## config.mk

```make
export PLATFORM = sky130hd
export DESIGN_NAME = multicycle_main_control
export DESIGN_NICKNAME = d
export VERILOG_FILES = /design/src/rtl/multicycle_main_control.sv
export SDC_FILE = /design/constraint.sdc
export NUM_CORES = 1
export LEC_CHECK = 0
export BUFFER_PORTS_ARGS = -buffer_cell sky130_fd_sc_hd__buf_2
export CAP_MARGIN = 20
export CORE_MARGIN = 5
export CORE_UTILIZATION = 50
export CTS_BUF_LIST = sky130_fd_sc_hd__clkbuf_8
export CTS_CLUSTER_DIAMETER = 100
export DETAILED_ROUTE_END_ITERATION = 7
export PLACE_DENSITY_LB_ADDON = 0.2
export SYNTH_ARGS = -nofsm -noshare
export SYNTH_HDL_FRONTEND = slang
export SYNTH_SLANG_ARGS = --single-unit
```

## constraint.sdc

```tcl
create_clock -name clk -period 2.9 [get_ports clk]
set_input_delay 0.145 -clock clk [delete_from_list [all_inputs] [get_ports clk]]
set_output_delay 0.145 -clock clk [all_outputs]
set_load 0.03 [all_outputs]
```

## src/rtl/multicycle_main_control.sv

```systemverilog
// Main control FSM for the multicycle RV32I core: sequences fetch/decode/execute/memory/
// writeback over the shared datapath and stalls memory states on mem_ready_i.
//
// state   | meaning
// FETCH   | read instruction at PC, PC <= PC+4 when memory ready
// DECODE  | register read, branch target -> ALUOut
// MEMADR  | load/store address rs1+imm
// MEMRD   | data read at ALUOut
// MEMWB   | rd <= MDR
// MEMWR   | data write at ALUOut
// EXR     | R-type ALU op
// EXI     | I-type ALU op
// ALUWB   | rd <= ALUOut
// BRANCH  | compare rs1/rs2, conditional PC load
// JAL     | link oldPC+4, PC <= target
// JALR    | PC <= rs1+imm
// LUI     | 0+imm
// ERR     | unsupported opcode, parked until reset
module multicycle_main_control #(
  parameter bit MEM_WAIT_EN = 1'b1
) (
  input  logic       clk,
  input  logic       reset,
  input  logic [6:0] opcode_i,
  input  logic [2:0] funct3_i,
  input  logic       zero_i,
  input  logic       mem_ready_i,
  output logic       PC_Write_o,
  output logic       IR_Write_o,
  output logic       IorD_o,
  output logic       Mem_Read_o,
  output logic       Mem_Write_o,
  output logic       Reg_Write_o,
  output logic [1:0] ALU_Src_A_o,
  output logic [1:0] ALU_Src_B_o,
  output logic [2:0] ALU_Op_o,
  output logic [1:0] Result_Src_o,
  output logic       illegal_o,
  output logic [3:0] state_o
);

  typedef enum logic [3:0] {
    S_FETCH  = 4'd0,  S_DECODE = 4'd1,  S_MEMADR = 4'd2,  S_MEMRD  = 4'd3,
    S_MEMWB  = 4'd4,  S_MEMWR  = 4'd5,  S_EXR    = 4'd6,  S_EXI    = 4'd7,
    S_ALUWB  = 4'd8,  S_BRANCH = 4'd9,  S_JAL    = 4'd10, S_JALR   = 4'd11,
    S_LUI    = 4'd12, S_ERR    = 4'd15
  } state_t;

  typedef struct packed {
    logic       pc_write;
    logic       mem_read;
    logic       mem_write;
    logic       reg_write;
    logic       iord;
    logic [1:0] src_a;
    logic [1:0] src_b;
    logic [2:0] alu_op;
    logic [1:0] result_src;
  } ctrl_t;

  localparam logic [6:0] OP_LOAD  = 7'b0000011;
  localparam logic [6:0] OP_STORE = 7'b0100011;
  localparam logic [6:0] OP_R     = 7'b0110011;
  localparam logic [6:0] OP_I     = 7'b0010011;
  localparam logic [6:0] OP_BR    = 7'b1100011;
  localparam logic [6:0] OP_JAL   = 7'b1101111;
  localparam logic [6:0] OP_JALR  = 7'b1100111;
  localparam logic [6:0] OP_LUI   = 7'b0110111;

  state_t state, state_nxt;
  ctrl_t  ctrl_q;
  logic   mem_rdy;
  logic   unused_funct3;

  assign mem_rdy       = MEM_WAIT_EN ? mem_ready_i : 1'b1;
  assign unused_funct3 = ^funct3_i[2:1];

  // Moore part of the outputs; registered from the next state so they line up with state.
  function automatic ctrl_t decode_ctrl(state_t s);
    ctrl_t c;
    c = '0;
    case (s)
      S_FETCH:  begin c.mem_read = 1'b1; c.src_b = 2'b10; c.alu_op = 3'b010; c.result_src = 2'b10; end
      S_DECODE: begin c.src_a = 2'b01; c.src_b = 2'b01; c.alu_op = 3'b010; end
      S_MEMADR: begin c.src_a = 2'b10; c.src_b = 2'b01; c.alu_op = 3'b010; end
      S_MEMRD:  begin c.mem_read = 1'b1; c.iord = 1'b1; end
      S_MEMWB:  begin c.reg_write = 1'b1; c.result_src = 2'b01; end
      S_MEMWR:  begin c.mem_write = 1'b1; c.iord = 1'b1; end
      S_EXR:    begin c.src_a = 2'b10; c.alu_op = 3'b000; end
      S_EXI:    begin c.src_a = 2'b10; c.src_b = 2'b01; c.alu_op = 3'b001; end
      S_ALUWB:  begin c.reg_write = 1'b1; end
      S_BRANCH: begin c.src_a = 2'b10; c.alu_op = 3'b011; end
      S_JAL:    begin c.src_a = 2'b01; c.src_b = 2'b10; c.alu_op = 3'b010; c.pc_write = 1'b1; end
      S_JALR:   begin
        c.src_a = 2'b10; c.src_b = 2'b01; c.alu_op = 3'b010; c.result_src = 2'b10; c.pc_write = 1'b1;
      end
      S_LUI:    begin c.src_b = 2'b01; c.alu_op = 3'b010; end
      default:  c = '0;
    endcase
    return c;
  endfunction

  always_comb begin
    state_nxt = S_FETCH;
    case (state)
      S_FETCH:  state_nxt = mem_rdy ? S_DECODE : S_FETCH;
      S_DECODE: begin
        case (opcode_i)
          OP_LOAD, OP_STORE: state_nxt = S_MEMADR;
          OP_R:              state_nxt = S_EXR;
          OP_I:              state_nxt = S_EXI;
          OP_BR:             state_nxt = S_BRANCH;
          OP_JAL:            state_nxt = S_JAL;
          OP_JALR:           state_nxt = S_JALR;
          OP_LUI:            state_nxt = S_LUI;
          default:           state_nxt = S_ERR;
        endcase
      end
      S_MEMADR: state_nxt = (opcode_i == OP_LOAD) ? S_MEMRD : S_MEMWR;
      S_MEMRD:  state_nxt = mem_rdy ? S_MEMWB : S_MEMRD;
      S_MEMWR:  state_nxt = mem_rdy ? S_FETCH : S_MEMWR;
      S_EXR, S_EXI, S_JAL, S_JALR, S_LUI: state_nxt = S_ALUWB;
      S_MEMWB, S_ALUWB, S_BRANCH:         state_nxt = S_FETCH;
      S_ERR:    state_nxt = S_ERR;
      default:  state_nxt = S_FETCH;
    endcase
  end

  always_ff @(posedge clk) begin
    if (reset) begin
      state     <= S_FETCH;
      ctrl_q    <= decode_ctrl(S_FETCH);
      illegal_o <= 1'b0;
    end else begin
      state  <= state_nxt;
      ctrl_q <= decode_ctrl(state_nxt);
      if (state_nxt == S_ERR) illegal_o <= 1'b1;
    end
  end

  // Strobes are gated by reset combinationally so an aborted access never commits.
  assign PC_Write_o   = ~reset & (ctrl_q.pc_write
                                  | ((state == S_FETCH) & mem_rdy)
                                  | ((state == S_BRANCH) & (zero_i ^ funct3_i[0])));
  assign IR_Write_o   = ~reset & (state == S_FETCH) & mem_rdy;
  assign Mem_Read_o   = ~reset & ctrl_q.mem_read;
  assign Mem_Write_o  = ~reset & ctrl_q.mem_write;
  assign Reg_Write_o  = ~reset & ctrl_q.reg_write;
  assign IorD_o       = ctrl_q.iord;
  assign ALU_Src_A_o  = ctrl_q.src_a;
  assign ALU_Src_B_o  = ctrl_q.src_b;
  assign ALU_Op_o     = ctrl_q.alu_op;
  assign Result_Src_o = ctrl_q.result_src;
  assign state_o      = state;

endmodule

```

# Word-level counts from Yosys, hierarchy flattened
# Cells that the tools add are included.
# word_totals
regBits,19
inputBits,14
out_inout_bits,20
wordCells,84
# classes
n_eq_ne,32
n_mux,15
bitwise,12
n_reduce_logical,14
# op_table
operator,n
$pmux 4 s7,2
$eq 4x4->1 const B,11
$eq 4x3->1 const B,7
$eq 7x6->1 const B,3
$eq 7x7->1 const B,3
$eq 4x2->1 const B,4
$reduce_or 2->1,8
$reduce_or 5->1,3
$pmux 2 s2,3
$mux 3,3
$and 1x1->1,8
$eq 4x1->1 const B,2
$logic_not 4->1,2
$eq 7x2->1 const B,1
$eq 7x5->1 const B,1
$mux 1,6
$pmux 2 s3,1
$reduce_or 6->1,1
$or 1x1->1,2
$not 1->1,1
$xor 1x1->1,1

# Longest topological paths before layout
# depth
depth_word,7
ltp_mapped,8
depth_no_buf,6

# Worst setup path before layout
# No wires, ideal clock.
# synth_timing
kind,register to register
startpoint,"register state[0], in the netlist state_o[0]"
endpoint,"register ctrl_q, in the netlist ALU_Src_B_o[1]"
t_arrival_ps,1979
required_time_ps,2784
slack_ps,805
path_stages_with_launch,8
cell_sequence,dfxtp_1 -> buf_4 -> nor2b_1 -> nand2_1 -> o211ai_1 -> nor2_1 -> or2_2 -> a31o_2
# synth_between
elab_chain_cells,6
# synth_lines
item,line_no,text
"start, declared",70,"state_t state, state_nxt;"
"start signal, assigned",135,state <= state_nxt;
$eq 4x3->1 or $eq 4x4->1 (tied branches),105,case (state)
$reduce_or 5->1,105,
$pmux 4 s7 *,105,
"$eq 4x4->1, or another cell as far along",82,case (s)
$reduce_or 5->1 (no line) or $reduce_or 2->1 (tied branches),-,
$pmux 2 s2 *,82,
"end signal, assigned",132,ctrl_q <= decode_ctrl(S_FETCH);
"end signal, assigned",136,ctrl_q <= decode_ctrl(state_nxt);
"end, declared",71,ctrl_t ctrl_q;
# Mark *: on every way between the ends. The rest lies on a longest branch, timed or not.
# A chain may end at the register's enable or synchronous reset.

# Worst setup path in the final report
# Same ends and word-level chain as after synthesis.

==> metrics.txt <==
Root Buffer Master clkbuf_8; startpoint of the most critical setup path state_o[0]; most common library cell in the layout ignoring fill and taps buf_2; setup repair after global routing missed its margin no; final weighted congestion in routability-driven placement between 0.8 and 0.9; net switching power between 0.7 and 0.8 mW; post-synthesis register bit count 18; total die area 0.00348 mm2; worst path setup slack after routing between 0.7 and 0.8 ns; Initial Util 53.2%; ports placed on the boundary 34; total of fill cells in the finished design 228; area of all sequential standard cells 360 um2; Compound-Gate Fraction of Synth Area 21.1%; Avg Inst Size Synth roughly 8.4 um2; core outline area 0.00225 mm2; initial antenna violation count 0; highest-delay cell along the critical path dfxtp_1; count of unique library cells instantiated by Yosys 51; via total after detailed routing 1044; critical setup path kind flip-flop to flip-flop; number of port buffers 30; required arrival time at the worst endpoint 3.05 ns; worst setup path end ALU_Src_B_o[1]; maximum number of pins on one net before global-route repair 23; vias per std cell 5.61; routed wirelength normalized by instance count 13.4 um; count of max-cap constraint violations 0; Detailed Routing Iterations Pass 1 4; DRC 0; clk sink count 18; clock tree from TritonCTS built; die height 59.0 um; fraction of power consumed by the clock network 12.8%; placed wire-length estimate after detailed placement 1890 um; data arrival time of the critical path 2.33 ns; total area of multi-input combinational cells 697 um2; count of instances resized after the clock tree is built 0; switching share of total power around half; number of stages on the worst setup path 6; Detailed Route WL roughly 2500 um; max frequency ~0.46 GHz; proportion of layout cells with a drive suffix above 1 29.7%; kind of path behind the tightest hold check input pin to flip-flop; buffer levels on the longest clock path 2; final critical-path share of the clock period 75.1%; P&R area growth vs syn 8.56%; fraction of the mapped netlist area in simple logic gates 32.0%; top library cells by usage in the layout, fill and taps aside buf_2, dfxtp_1, nor2_1; leftover overflow at the end of global routing 0; register clock-pin slew on the reported worst setup and hold paths 0.07 ns; CP max stage delay just under 0.5 ns; kind of capture point of the worst setup path flip-flop; count of flip-flops with a built-in enable after synthesis 0; total setup buffers inserted after CTS 0; mux contribution to synthesized area 2.51%; CTS H-tree lvls 1; kind of start point of the critical path flip-flop; antenna viol nets, final 0; Comb power frac 60.8%; fin crit period 2.18 ns; final setup fails 0; outcome complete, no violations; nets@finish 173; Primary FF master, synth dfxtp_1; cell chain of the critical path nor2b_1 -> nand2_1 -> o211ai_1 -> nor2_1 -> or2_2 -> a31o_2; all-layer global routing usage ~15%; number of global-route vias before repair 905; DRC violation total after the first TritonRoute iteration 51; slack of the worst reg-to-reg path between 0.7 and 0.8 ns; x dimension of the die 59.0 um; CP delay by family, top simple AND/OR/NAND/NOR gates; cell count after synthesis between 100 and 150; post-route worst hold slack approximately 0.28 ns; post-synthesis instance area 0.00120 mm2; Buf/Inv on CP 0; Fin Setup TNS 0 ns; clock latency at the later pin of the worst-skew pair 0.25 ns; cts bufs inserted 3; number of cells on the worst reg-to-reg path 6; worst flop-to-flop path startpoint state_o[0]; worst setup timing slack at the placement stage 0.763 ns; Post-CTS Hold Fix Bufs 0; post-synthesis share of cell area spent on xor and xnor gates 2.19%; Antenna diodes 0; main combinational cell family by area after synthesis simple AND/OR/NAND/NOR gates; final number of hold-violating endpoints 0; sequential cell area fraction in the yosys report between 30% and 40%; maximum vdd drop between 0.0006 and 0.0007 V; Sequential Power Share 26.5%; power per standard cell area 1210 mW/mm2; global-route wire length before repair ~4000 um; Post-synth ARST share 0%; Cell Int Power 0.794 mW; worst r2r dst ALU_Src_B_o[1]; transition time at the pin with the least slew margin approximately 0.52 ns; worst rel slew slack 65.2%; Post-Route Skew 0.00237 ns; number of nets in the synthesized netlist about 160; count of synthesis-stage warnings from yosys 0; static leakage 0.591 nW; Site Rows 17; fin. max-slew vios 0; fraction of the mapped netlist area in adder cells 0%; Max Fanout on Critical Path 10
[power groups by stage]
stage	registers [mW]	clock network [mW]	logic, mW
after floorplan	0.427	0	0.836
after global placement	0.413	0	0.944
after detailed placement	0.420	0	0.947
after CTS	0.416	0.205	0.952
after global routing	0.432	0.215	1.05
final	0.416	0.201	0.956
[worst min-delay path by stage]
stage	startpoint	to	slack (ns)	cells past startpoint
final	reset	ctrl_q[11]	0.28	2
after global routing	reset	illegal_o	0.30	2
after CTS	reset	state_o[0]	0.29	2
after detailed placement	illegal_o	illegal_o	0.46	2
after global placement	illegal_o	illegal_o	0.45	2
after floorplan	reset	state_o[2]	0.23	1
[per-layer routing]
metal  GRT usage [%]  up-vias  part of all wire [%]
li1                -      531                     -
met1            20.8      474                    46
met4               0        0                     0
met3            4.61        0                   8.2
met5               0        -                     0
met2            23.0       39                    46
[sequential cells by signal (all words and copies together) (netlist names)]
register	cells
ALU_Op_o	2
illegal_o	1
Result_Src_o	2
state_o	4
ALU_Src_A_o	2
ctrl_q	4
ALU_Src_B_o	2
IorD_o	1
[metrics by stage]
step	power, mW	util (%)	cell area (um2)	cells
floorplan	1.26	-	1200	142
global placement	1.36	55.3	1250	182
detailed placement	1.37	55.3	1250	182
CTS	1.57	57.7	1300	186
global route	1.69	57.7	1300	186
finish	1.57	57.7	1300	186
[cells by family after synthesis]
group	Yosys count
and+or+nand+nor	66
AOI/OAI and AO/OA	32
buffers and inverters	19
DFF	18
xor gates and xnor gates	3
muxes	3
other	1
[final cells by class]
| class | count | area share (%) |
|---|---|---|
| multi-input combinational | 105 | 53.6 |
| inverter | 1 | 0.288 |
| timing repair buffer | 30 | 11.5 |
| sequential | 18 | 27.7 |
| tap | 28 | 2.69 |
| clock buffer | 4 | 4.23 |
[cell usage after synthesis (2+ instances only)]
library cell / instances / share of area (%)
a21oi_1: 6 / 2.5
a22o_1: 2 / 1.5
dfxtp_1: 18 / 30
nand3_1: 2 / 0.84
nor2_1: 17 / 5.3
nor3_1: 6 / 2.5
a311oi_1: 4 / 2.9
o211a_1: 2 / 1.7
buf_4: 11 / 6.9
and2_1: 3 / 1.6
o21bai_1: 3 / 1.9
and3_1: 2 / 1.0
mux2i_1: 3 / 2.5
o211ai_1: 2 / 1.3
xnor2_1: 2 / 1.5
nor2b_1: 9 / 4.7
or3_1: 2 / 1.0
clkbuf_1: 2 / 0.63
buf_6: 3 / 2.8
o21ai_0: 3 / 1.3
nor3b_1: 3 / 1.9
nand2_1: 8 / 2.5
No activity file was read; power rests on OpenSTA's default activity.
